$ cat config.mk
export PLATFORM = sky130hd
export DESIGN_NAME = branch_pc_unit
export DESIGN_NICKNAME = d
export VERILOG_FILES = /design/src/rtl/cpu_pkg.sv /design/src/rtl/branch_target_lut.sv /design/src/rtl/branch_pc_unit.sv
export SDC_FILE = /design/constraint.sdc
export NUM_CORES = 1
export LEC_CHECK = 0
export BUFFER_PORTS_ARGS = -buffer_cell sky130_fd_sc_hd__buf_4
export CORE_MARGIN = 5
export CORE_UTILIZATION = 47
export DETAILED_ROUTE_END_ITERATION = 8
export PLACE_DENSITY = 0.74
export SYNTH_ARGS = -nofsm -noshare
export SYNTH_HDL_FRONTEND = slang
export SYNTH_HIERARCHICAL = 1
export SYNTH_SLANG_ARGS = --single-unit
export TNS_END_PERCENT = 50
$ cat constraint.sdc
create_clock -name CLK -period 4.93 [get_ports CLK]
set_input_delay 0 -clock CLK [delete_from_list [all_inputs] [get_ports CLK]]
set_output_delay 0 -clock CLK [all_outputs]
set_load 0.02 [all_outputs]
$ cat src/rtl/cpu_pkg.sv
// rtl/cpu_pkg.sv - shared types and constants for the 8-bit core
package cpu_pkg;

    localparam int PC_W = 10;

    typedef enum logic [1:0] {
        EQ  = 2'd0,
        NE  = 2'd1,
        LTU = 2'd2,
        ALW = 2'd3
    } br_cond_t;

    typedef enum logic [1:0] {
        IDLE   = 2'd0,
        RUN    = 2'd1,
        FLUSH  = 2'd2,
        HALTED = 2'd3
    } pc_state_t;

    // Branch targets emitted by the assembler; index 0 is first in the list
    localparam logic [PC_W-1:0] BR_TARGETS [0:31] = '{
        10'h000, 10'h010, 10'h040, 10'h120, 10'h080, 10'h0A0, 10'h0C0, 10'h0E0,
        10'h100, 10'h140, 10'h160, 10'h180, 10'h1A0, 10'h1C0, 10'h1E0, 10'h200,
        10'h220, 10'h240, 10'h260, 10'h280, 10'h2A0, 10'h2C0, 10'h2E0, 10'h300,
        10'h320, 10'h340, 10'h360, 10'h380, 10'h3A0, 10'h3C0, 10'h3E0, 10'h3FE
    };

endpackage

$ cat src/rtl/branch_target_lut.sv
// rtl/branch_target_lut.sv - combinational branch index to target address ROM
module branch_target_lut #(
    parameter int PC_W      = 10,
    parameter int LUT_IDX_W = 5
) (
    input  logic [LUT_IDX_W-1:0] i_idx,
    output logic [PC_W-1:0]      o_target
);

    // Pure table read; the table lives in the package so the bench sees the same values
    always_comb begin
        o_target = PC_W'(cpu_pkg::BR_TARGETS[i_idx]);
    end

endmodule

$ cat src/rtl/branch_pc_unit.sv
// rtl/branch_pc_unit.sv - PC sequencing, branch resolution, start/halt control
module branch_pc_unit #(
    parameter int              PC_W       = 10,
    parameter int              LUT_IDX_W  = 5,
    parameter logic [PC_W-1:0] START_ADDR = '0
) (
    input  logic                 CLK,
    input  logic                 Reset_n,
    input  logic                 Start,
    input  logic                 Stall,
    input  logic                 Branch,
    input  logic                 Halt,
    input  logic [1:0]           BrCond,
    input  logic [7:0]           BrOpA,
    input  logic [7:0]           BrOpB,
    input  logic [LUT_IDX_W-1:0] BrTgtIdx,
    output logic [PC_W-1:0]      PC,
    output logic                 Flush,
    output logic                 Taken,
    output logic                 Done
);

    import cpu_pkg::*;

    pc_state_t       r_state;
    pc_state_t       w_state_nxt;
    logic [PC_W-1:0] r_pc;
    logic [PC_W-1:0] w_pc_nxt;
    logic            r_done;
    logic            w_done_nxt;
    logic            w_cond;
    logic [PC_W-1:0] w_target;

    branch_target_lut #(
        .PC_W      (PC_W),
        .LUT_IDX_W (LUT_IDX_W)
    ) u_lut (
        .i_idx    (BrTgtIdx),
        .o_target (w_target)
    );

    // Branch condition on the two 8-bit operands (LTU is unsigned)
    always_comb begin
        w_cond = 1'b0;
        case (br_cond_t'(BrCond))
            EQ:      w_cond = (BrOpA == BrOpB);
            NE:      w_cond = (BrOpA != BrOpB);
            LTU:     w_cond = (BrOpA < BrOpB);
            ALW:     w_cond = 1'b1;
            default: w_cond = 1'b0;
        endcase
    end

    assign Taken = Branch & (r_state == RUN) & ~Stall & w_cond;
    assign Flush = (r_state == FLUSH);
    assign PC    = r_pc;
    assign Done  = r_done;

    // Next state, PC and Done; Start overrides Stall only from IDLE/HALTED
    always_comb begin
        w_state_nxt = r_state;
        w_pc_nxt    = r_pc;
        w_done_nxt  = r_done;
        case (r_state)
            IDLE: begin
                if (Start) begin
                    w_state_nxt = RUN;
                    w_pc_nxt    = START_ADDR;
                end
            end
            RUN: begin
                if (Stall) begin
                    w_state_nxt = RUN;
                end else if (Halt) begin
                    w_state_nxt = HALTED;
                    w_done_nxt  = 1'b1;
                end else if (Taken) begin
                    w_state_nxt = FLUSH;
                    w_pc_nxt    = w_target;
                end else begin
                    w_pc_nxt    = r_pc + PC_W'(1);
                end
            end
            FLUSH: begin
                // Branch/Halt here belong to the squashed instruction
                if (!Stall) begin
                    w_state_nxt = RUN;
                    w_pc_nxt    = r_pc + PC_W'(1);
                end
            end
            HALTED: begin
                if (Start) begin
                    w_state_nxt = RUN;
                    w_pc_nxt    = START_ADDR;
                    w_done_nxt  = 1'b0;
                end
            end
            default: begin
                w_state_nxt = IDLE;
            end
        endcase
    end

    // State, PC and Done registers with asynchronous clear
    always_ff @(posedge CLK or negedge Reset_n) begin
        if (!Reset_n) begin
            r_state <= IDLE;
            r_pc    <= '0;
            r_done  <= 1'b0;
        end else begin
            r_state <= w_state_nxt;
            r_pc    <= w_pc_nxt;
            r_done  <= w_done_nxt;
        end
    end

endmodule

Yosys cells after proc, flatten, opt, wreduce, memory -nomap -nowiden
Memory sizes are Yosys's and may differ from the RTL's.
Index checks and enable logic that the tools add are counted.
{ "word_totals": {"reg_bits": 13, "romBits": 320, "word_cells": 53, "memories": 1} }
{ "mem_list": {"columns": ["memory", "depth", "word_bits", "rd", "rd_ports_with_merged_regs", "wr", "line_no", "text"], "rows": [
  ["(name not given)", 32, 10, 1, 0, 0, "branch_target_lut.sv:12", "o_target = PC_W'(cpu_pkg::BR_TARGETS[i_idx]);"]
]} }
{ "classes": {"addsub": 1, "magnitude_cmp": 2, "eq_ne": 15, "mux": 19, "n_bitwise": 5, "n_reduce_logical": 7} }
{ "op_table": {"columns": ["cell", "count"], "rows": [
  ["10-bit two-way mux", 7],
  ["10-bit one-hot mux with 3 select lines", 1],
  ["10-bit by 1-bit adder with 10-bit output (second input constant)", 1],
  ["2-bit two-way mux", 5],
  ["2-bit != test (second input constant)", 5],
  ["2-bit == test (second input constant)", 4],
  ["8-bit == test", 1],
  ["8-bit < comparator", 1],
  ["8-bit != test", 1],
  ["4-bit AND reduction", 2],
  ["6-bit greater-or-equal comparator (second input constant)", 1],
  ["5-bit inverter with 6-bit output", 1],
  ["2-bit one-hot mux with 3 select lines", 1],
  ["2-bit by 1-bit == test with 1-bit output (second input constant)", 2],
  ["2-bit logical NOT", 2],
  ["4-bit != test (second input constant)", 1],
  ["1-bit one-hot mux with 4 select lines", 1],
  ["1-bit bitwise AND", 3],
  ["1-bit two-way mux", 3],
  ["3-bit AND reduction", 1],
  ["2-bit by 1-bit != test with 1-bit output (second input constant)", 1],
  ["1-bit one-hot mux with 2 select lines", 1],
  ["2-bit nonzero test", 1],
  ["2-bit OR reduction", 1],
  ["1-bit inverter", 1]
]} }

Logic depth before layout (Yosys ltp)
{ "depth": {"ltp_word": 8, "mapped_depth": 10} }

Modules after synthesis
The synthesis kept the hierarchy.
{ "by_module_without_submodules": {"columns": ["mod", "instances", "cells_per_inst", "area_each_um2"], "rows": [
  ["branch_pc_unit", 1, 151, 1348.8],
  ["branch_target_lut", 1, 42, 299.0]
]} }

Worst setup path before layout
OpenSTA, ideal clock, no wires.
{ "synth_timing": {"path_type": "register to register", "startpoint": "register r_state[0]", "endpoint": "register r_pc[5], in the netlist PC[5]", "setup_time_ps": 138, "arrival_ps": 1793, "t_required_ps": 4792, "setup_slack_ps": 2999, "stages_incl_launch_ff": 10, "n_path_buf": 1, "synth_period_minus_slack_ps": 1931, "cell_sequence": "dfrtp_1 > inv_1 > ha_1 > nor2_2 > nor2_1 > or2_4 > buf_6 > and2_1 > a41oi_2 > o211ai_1"} }
{ "synth_via": {"word_cells_on_any_way": 17, "classes_between": "7 x eq/ne; 4 x mux; 3 x bitwise; 3 x reduce/logical"} }
{ "synth_rtl": {"columns": ["item", "line_no", "text"], "rows": [
  ["start, declared", "branch_pc_unit.sv:25", "pc_state_t r_state;"],
  ["start signal, assigned", "branch_pc_unit.sv:111", "r_state <= w_state_nxt;"],
  ["2-bit == test *", null, null],
  ["named net Flush", "branch_pc_unit.sv:18", "output logic Flush,"],
  ["2-bit != test (no line)", null, null],
  ["4-bit AND reduction (no line)", null, null],
  ["end signal, assigned", "branch_pc_unit.sv:112", "r_pc <= w_pc_nxt;"],
  ["end, declared", "branch_pc_unit.sv:27", "logic [PC_W-1:0] r_pc;"]
]} }
Mark *: on every way through the listed nets, which the timed path passes. The rest lies on a longest branch. The select of a mux whose other input is x is not followed.
A chain may end at the register's enable or synchronous reset.

Final worst setup path
{ "layout_timing": {"startpoint": "register r_state[1]", "endpoint": "register r_state[1]"} }
{ "layout_via": {"elab_chain_cells": 6, "word_cells_on_any_way": 13, "classes_between": "6 x eq/ne; 1 x mux; 3 x bitwise; 3 x reduce/logical"} }
{ "layout_lines": {"columns": ["item", "line_no", "text"], "rows": [
  ["2-bit by 1-bit == test with 1-bit output", "branch_pc_unit.sv:54, branch_pc_unit.sv:64", null],
  ["1-bit bitwise AND (3 in a row)", "branch_pc_unit.sv:54", "assign Taken = Branch & (r_state == RUN) & ~Stall & w_cond;"],
  ["4-bit != test (no line)", null, null],
  ["3-bit AND reduction (no line)", null, null]
]} }
Parallel ways exist; a longest one is shown, timed or not.

==> impl_metrics.json <==
{
  "drtPass1Iterations": 4,
  "synthTopCellsByArea": "dfrtp_1 20%, ha_1 14%, a41oi_2 5.9%, o21ai_0 3.6%, inv_1 3.6%",
  "r2r-end": "r_state[1]$_DFFE_PN0P_",
  "post-dp-hpwl_microns": 2910,
  "final-setup-viol-count": 0,
  "min_to": "r_state[0]$_DFFE_PN0P_",
  "yosys_warnings": 6,
  "critical_path_required_ns": 5.10,
  "worstSetupEndpointType": "flip-flop",
  "run_status": "finished clean",
  "fillCellCount": 335,
  "netlist_area_sq_mm": 0.00165,
  "synth_common_cells": "18 x ha_1, 16 x inv_1, 13 x dfrtp_1, 12 x o21ai_0",
  "cts_htree_levels": 1,
  "syn_nets": 240,
  "whs_path_depth": 3,
  "seq_area_frac_synth_pct": 19.7,
  "start_util_pct": 49.0,
  "grt_max_degree": 15,
  "gp_congestion": 0.825,
  "multiInputGateArea_sq_mm": 0.00117,
  "grt_pass1_wl_microns": 6650,
  "fmax_ghz": 0.381,
  "cts.sinks": 13,
  "synth_edf_count": 0,
  "cp.arrival_ns": 2.79,
  "ff_latch_area_sq_um": 325,
  "hold_violations": 0,
  "core_region_area_sq_mm": 0.00336,
  "die_height_microns": 69.2,
  "clockBufferDepth": 2,
  "regToRegStartpoint": "r_state[1]$_DFFE_PN0P_",
  "grtUsageTotal_pct": 16.4,
  "die_area_sq_mm": 0.00479,
  "ys_ff_latch": 13,
  "layout.nets": 274,
  "drive_gt1_share_pct": 27.4,
  "drtAntennaViolNets": 0,
  "ys_async_sr_fraction_pct": 100,
  "yosysMostFrequentCell": "ha_1",
  "final_core_util_pct": 58.1,
  "ir_worst_vdd_uv": 311,
  "netlist.area_leader.share_pct": 19.7,
  "p_leak_nw": 0.872,
  "synth.largest_area_cell": "dfrtp_1",
  "powerDensity_mw_per_mm2": 445,
  "clock-skew-final_ns": 0.00536,
  "wl_per_cell_microns": 14.0,
  "worstMarginPinSlew_ns": 1.03,
  "syn_inst": 193,
  "cts_tree": "built",
  "final.min_clock_period_ns": 2.63,
  "post_cts_buffers": 0,
  "antenna_found_initial": 0,
  "criticalPathCategory": "flip-flop to flip-flop",
  "io_pins": 42,
  "syn_area_per_cell_sq_um": 8.54,
  "grt_overflow": 0,
  "cts-buffers-inserted": 3,
  "n_antenna_cell": 0,
  "viasPerCell": 5.63,
  "vias": 1531,
  "rows": 21,
  "maxCapViolCount": 0,
  "syn_to_final_growth_pct": 18.6,
  "fin_setup_tns_ns": 0,
  "rrSetupSlack_ns": 2.30,
  "clock_latency_ns": 0.29,
  "drv_slew": 0,
  "holdCritPathClass": "input pin to flip-flop",
  "rr_worst_depth": 7,
  "synth_cell_types": 53,
  "synth_top_flop_cell": "dfrtp_1",
  "drc": 0,
  "clk_pin_slew_ns": 0.08,
  "critPathMaxFanout": 11,
  "routed_wl_microns": 3810,
  "crit_path_start_kind": "flip-flop",
  "min_from": "Halt",
  "die_w_microns": 69.2,
  "dr.first_iter.drc_count": 59,
  "cts_root_buf": "clkbuf_4",
  "port_buffers": 41,
  "period_share_pct": 53.3,
  "grt_pass1_vias": 1497,
  "rsz0062_at_grt": "no",
  "relSlewSlack_pct": 31.2
}
-- how the worst max path moves through the flow --
stage,start,end,slack (ns),cells past startpoint
3_3_place_gp,r_state[1]$_DFFE_PN0P_,r_state[1]$_DFFE_PN0P_,2.38,7
3_5_place_dp,r_state[1]$_DFFE_PN0P_,r_state[1]$_DFFE_PN0P_,2.31,7
2_1_floorplan,r_state[0]$_DFFE_PN0P_,PC[5]$_DFFE_PN0P_,3.00,9
6_report,r_state[1]$_DFFE_PN0P_,r_state[1]$_DFFE_PN0P_,2.30,7
5_1_grt,r_state[1]$_DFFE_PN0P_,r_state[1]$_DFFE_PN0P_,2.04,7
4_1_cts,r_state[1]$_DFFE_PN0P_,r_state[1]$_DFFE_PN0P_,2.30,7
-- cell usage in the layout, fill, tap and decap left out, types with 5 or more instances in the layout --
cell type,netlist,layout
a41oi_2,6,6
a21oi_1,10,10
ha_1,18,18
nand2_1,10,10
dfrtp_1,13,13
nor2_1,10,10
a31oi_1,6,6
inv_1,16,16
o21ai_0,12,12
nor2b_1,5,5
nand3_1,7,7
buf_4,4,41
and2_1,6,6
o211ai_1,8,8
-- routing by layer --
layer	track usage (%)	vias up	part of all wire, %
met2	23.7	50	44
met5	0	-	0
met3	4.64	8	6.1
met1	22.9	698	48
li1	-	775	-
met4	6.29	0	1.9
-- kinds of logic (layout without fill, tap and decap cells) --
group | after synthesis | count (layout) | synth area share [%]
buffers and inverters | 29 | 62 | 9.41
and+or+nand+nor | 66 | 66 | 23.8
adders and majority gates | 18 | 18 | 13.7
other | 1 | 1 | 0.228
AOI/OAI and AO/OA | 59 | 59 | 28.2
xor gates and xnor gates | 2 | 2 | 1.06
DFF | 13 | 13 | 19.7
muxes | 5 | 5 | 3.95
-- power by group --
group,switching (W),total [W],leakage (nW),internal [W]
clock,0.0000368,0.0000683,0.0150,0.0000315
sequential,0.0000703,0.000229,0.152,0.000159
combinational,0.000322,0.000573,0.705,0.000251
-- state kept, by name (all words and copies together) (netlist names) --
name and count:
Done 1, PC 10, r_state 2
-- repair_timing --
action	CTS	global route
resized for setup	0	0
hold buffers	1	0
hold endpoints to repair	13	0
-- metrics by stage --
| step | hold WS [ns] | instance area, sq um | instances | total power, W | setup slack (ns) |
|---|---|---|---|---|---|
| floorplan | -0.296 | 1650 | 193 | 0.000639 | 3.00 |
| global placement | -0.143 | 1920 | 267 | 0.000789 | 2.38 |
| detailed placement | -0.140 | 1920 | 267 | 0.000797 | 2.31 |
| CTS | 0.0160 | 1950 | 272 | 0.000872 | 2.30 |
| global route | 0.0448 | 1950 | 272 | 0.000947 | 2.04 |
| finish | 0.0213 | 1950 | 272 | 0.000870 | 2.30 |
-- critical path, cell delays in order, from the launching register on --
cell and delay [ns]:
dfrtp_1 0.41, inv_1 0.09, ha_1 0.38, nand3b_1 0.15
a21oi_1 0.80, o21ai_1 0.15, nor2_1 0.19, mux2_1 0.34
-- area by class of cell --
| type | count | share of cell area, % |
|---|---|---|
| Multi-Input combinational cell | 151 | 59.7 |
| Sequential cell | 13 | 16.6 |
| Clock buffer | 4 | 1.34 |
| Timing Repair Buffer | 42 | 16.3 |
| Tap cell | 46 | 2.94 |
| Inverter | 16 | 3.07 |
Note: power is estimated with default switching activity, not from simulation.
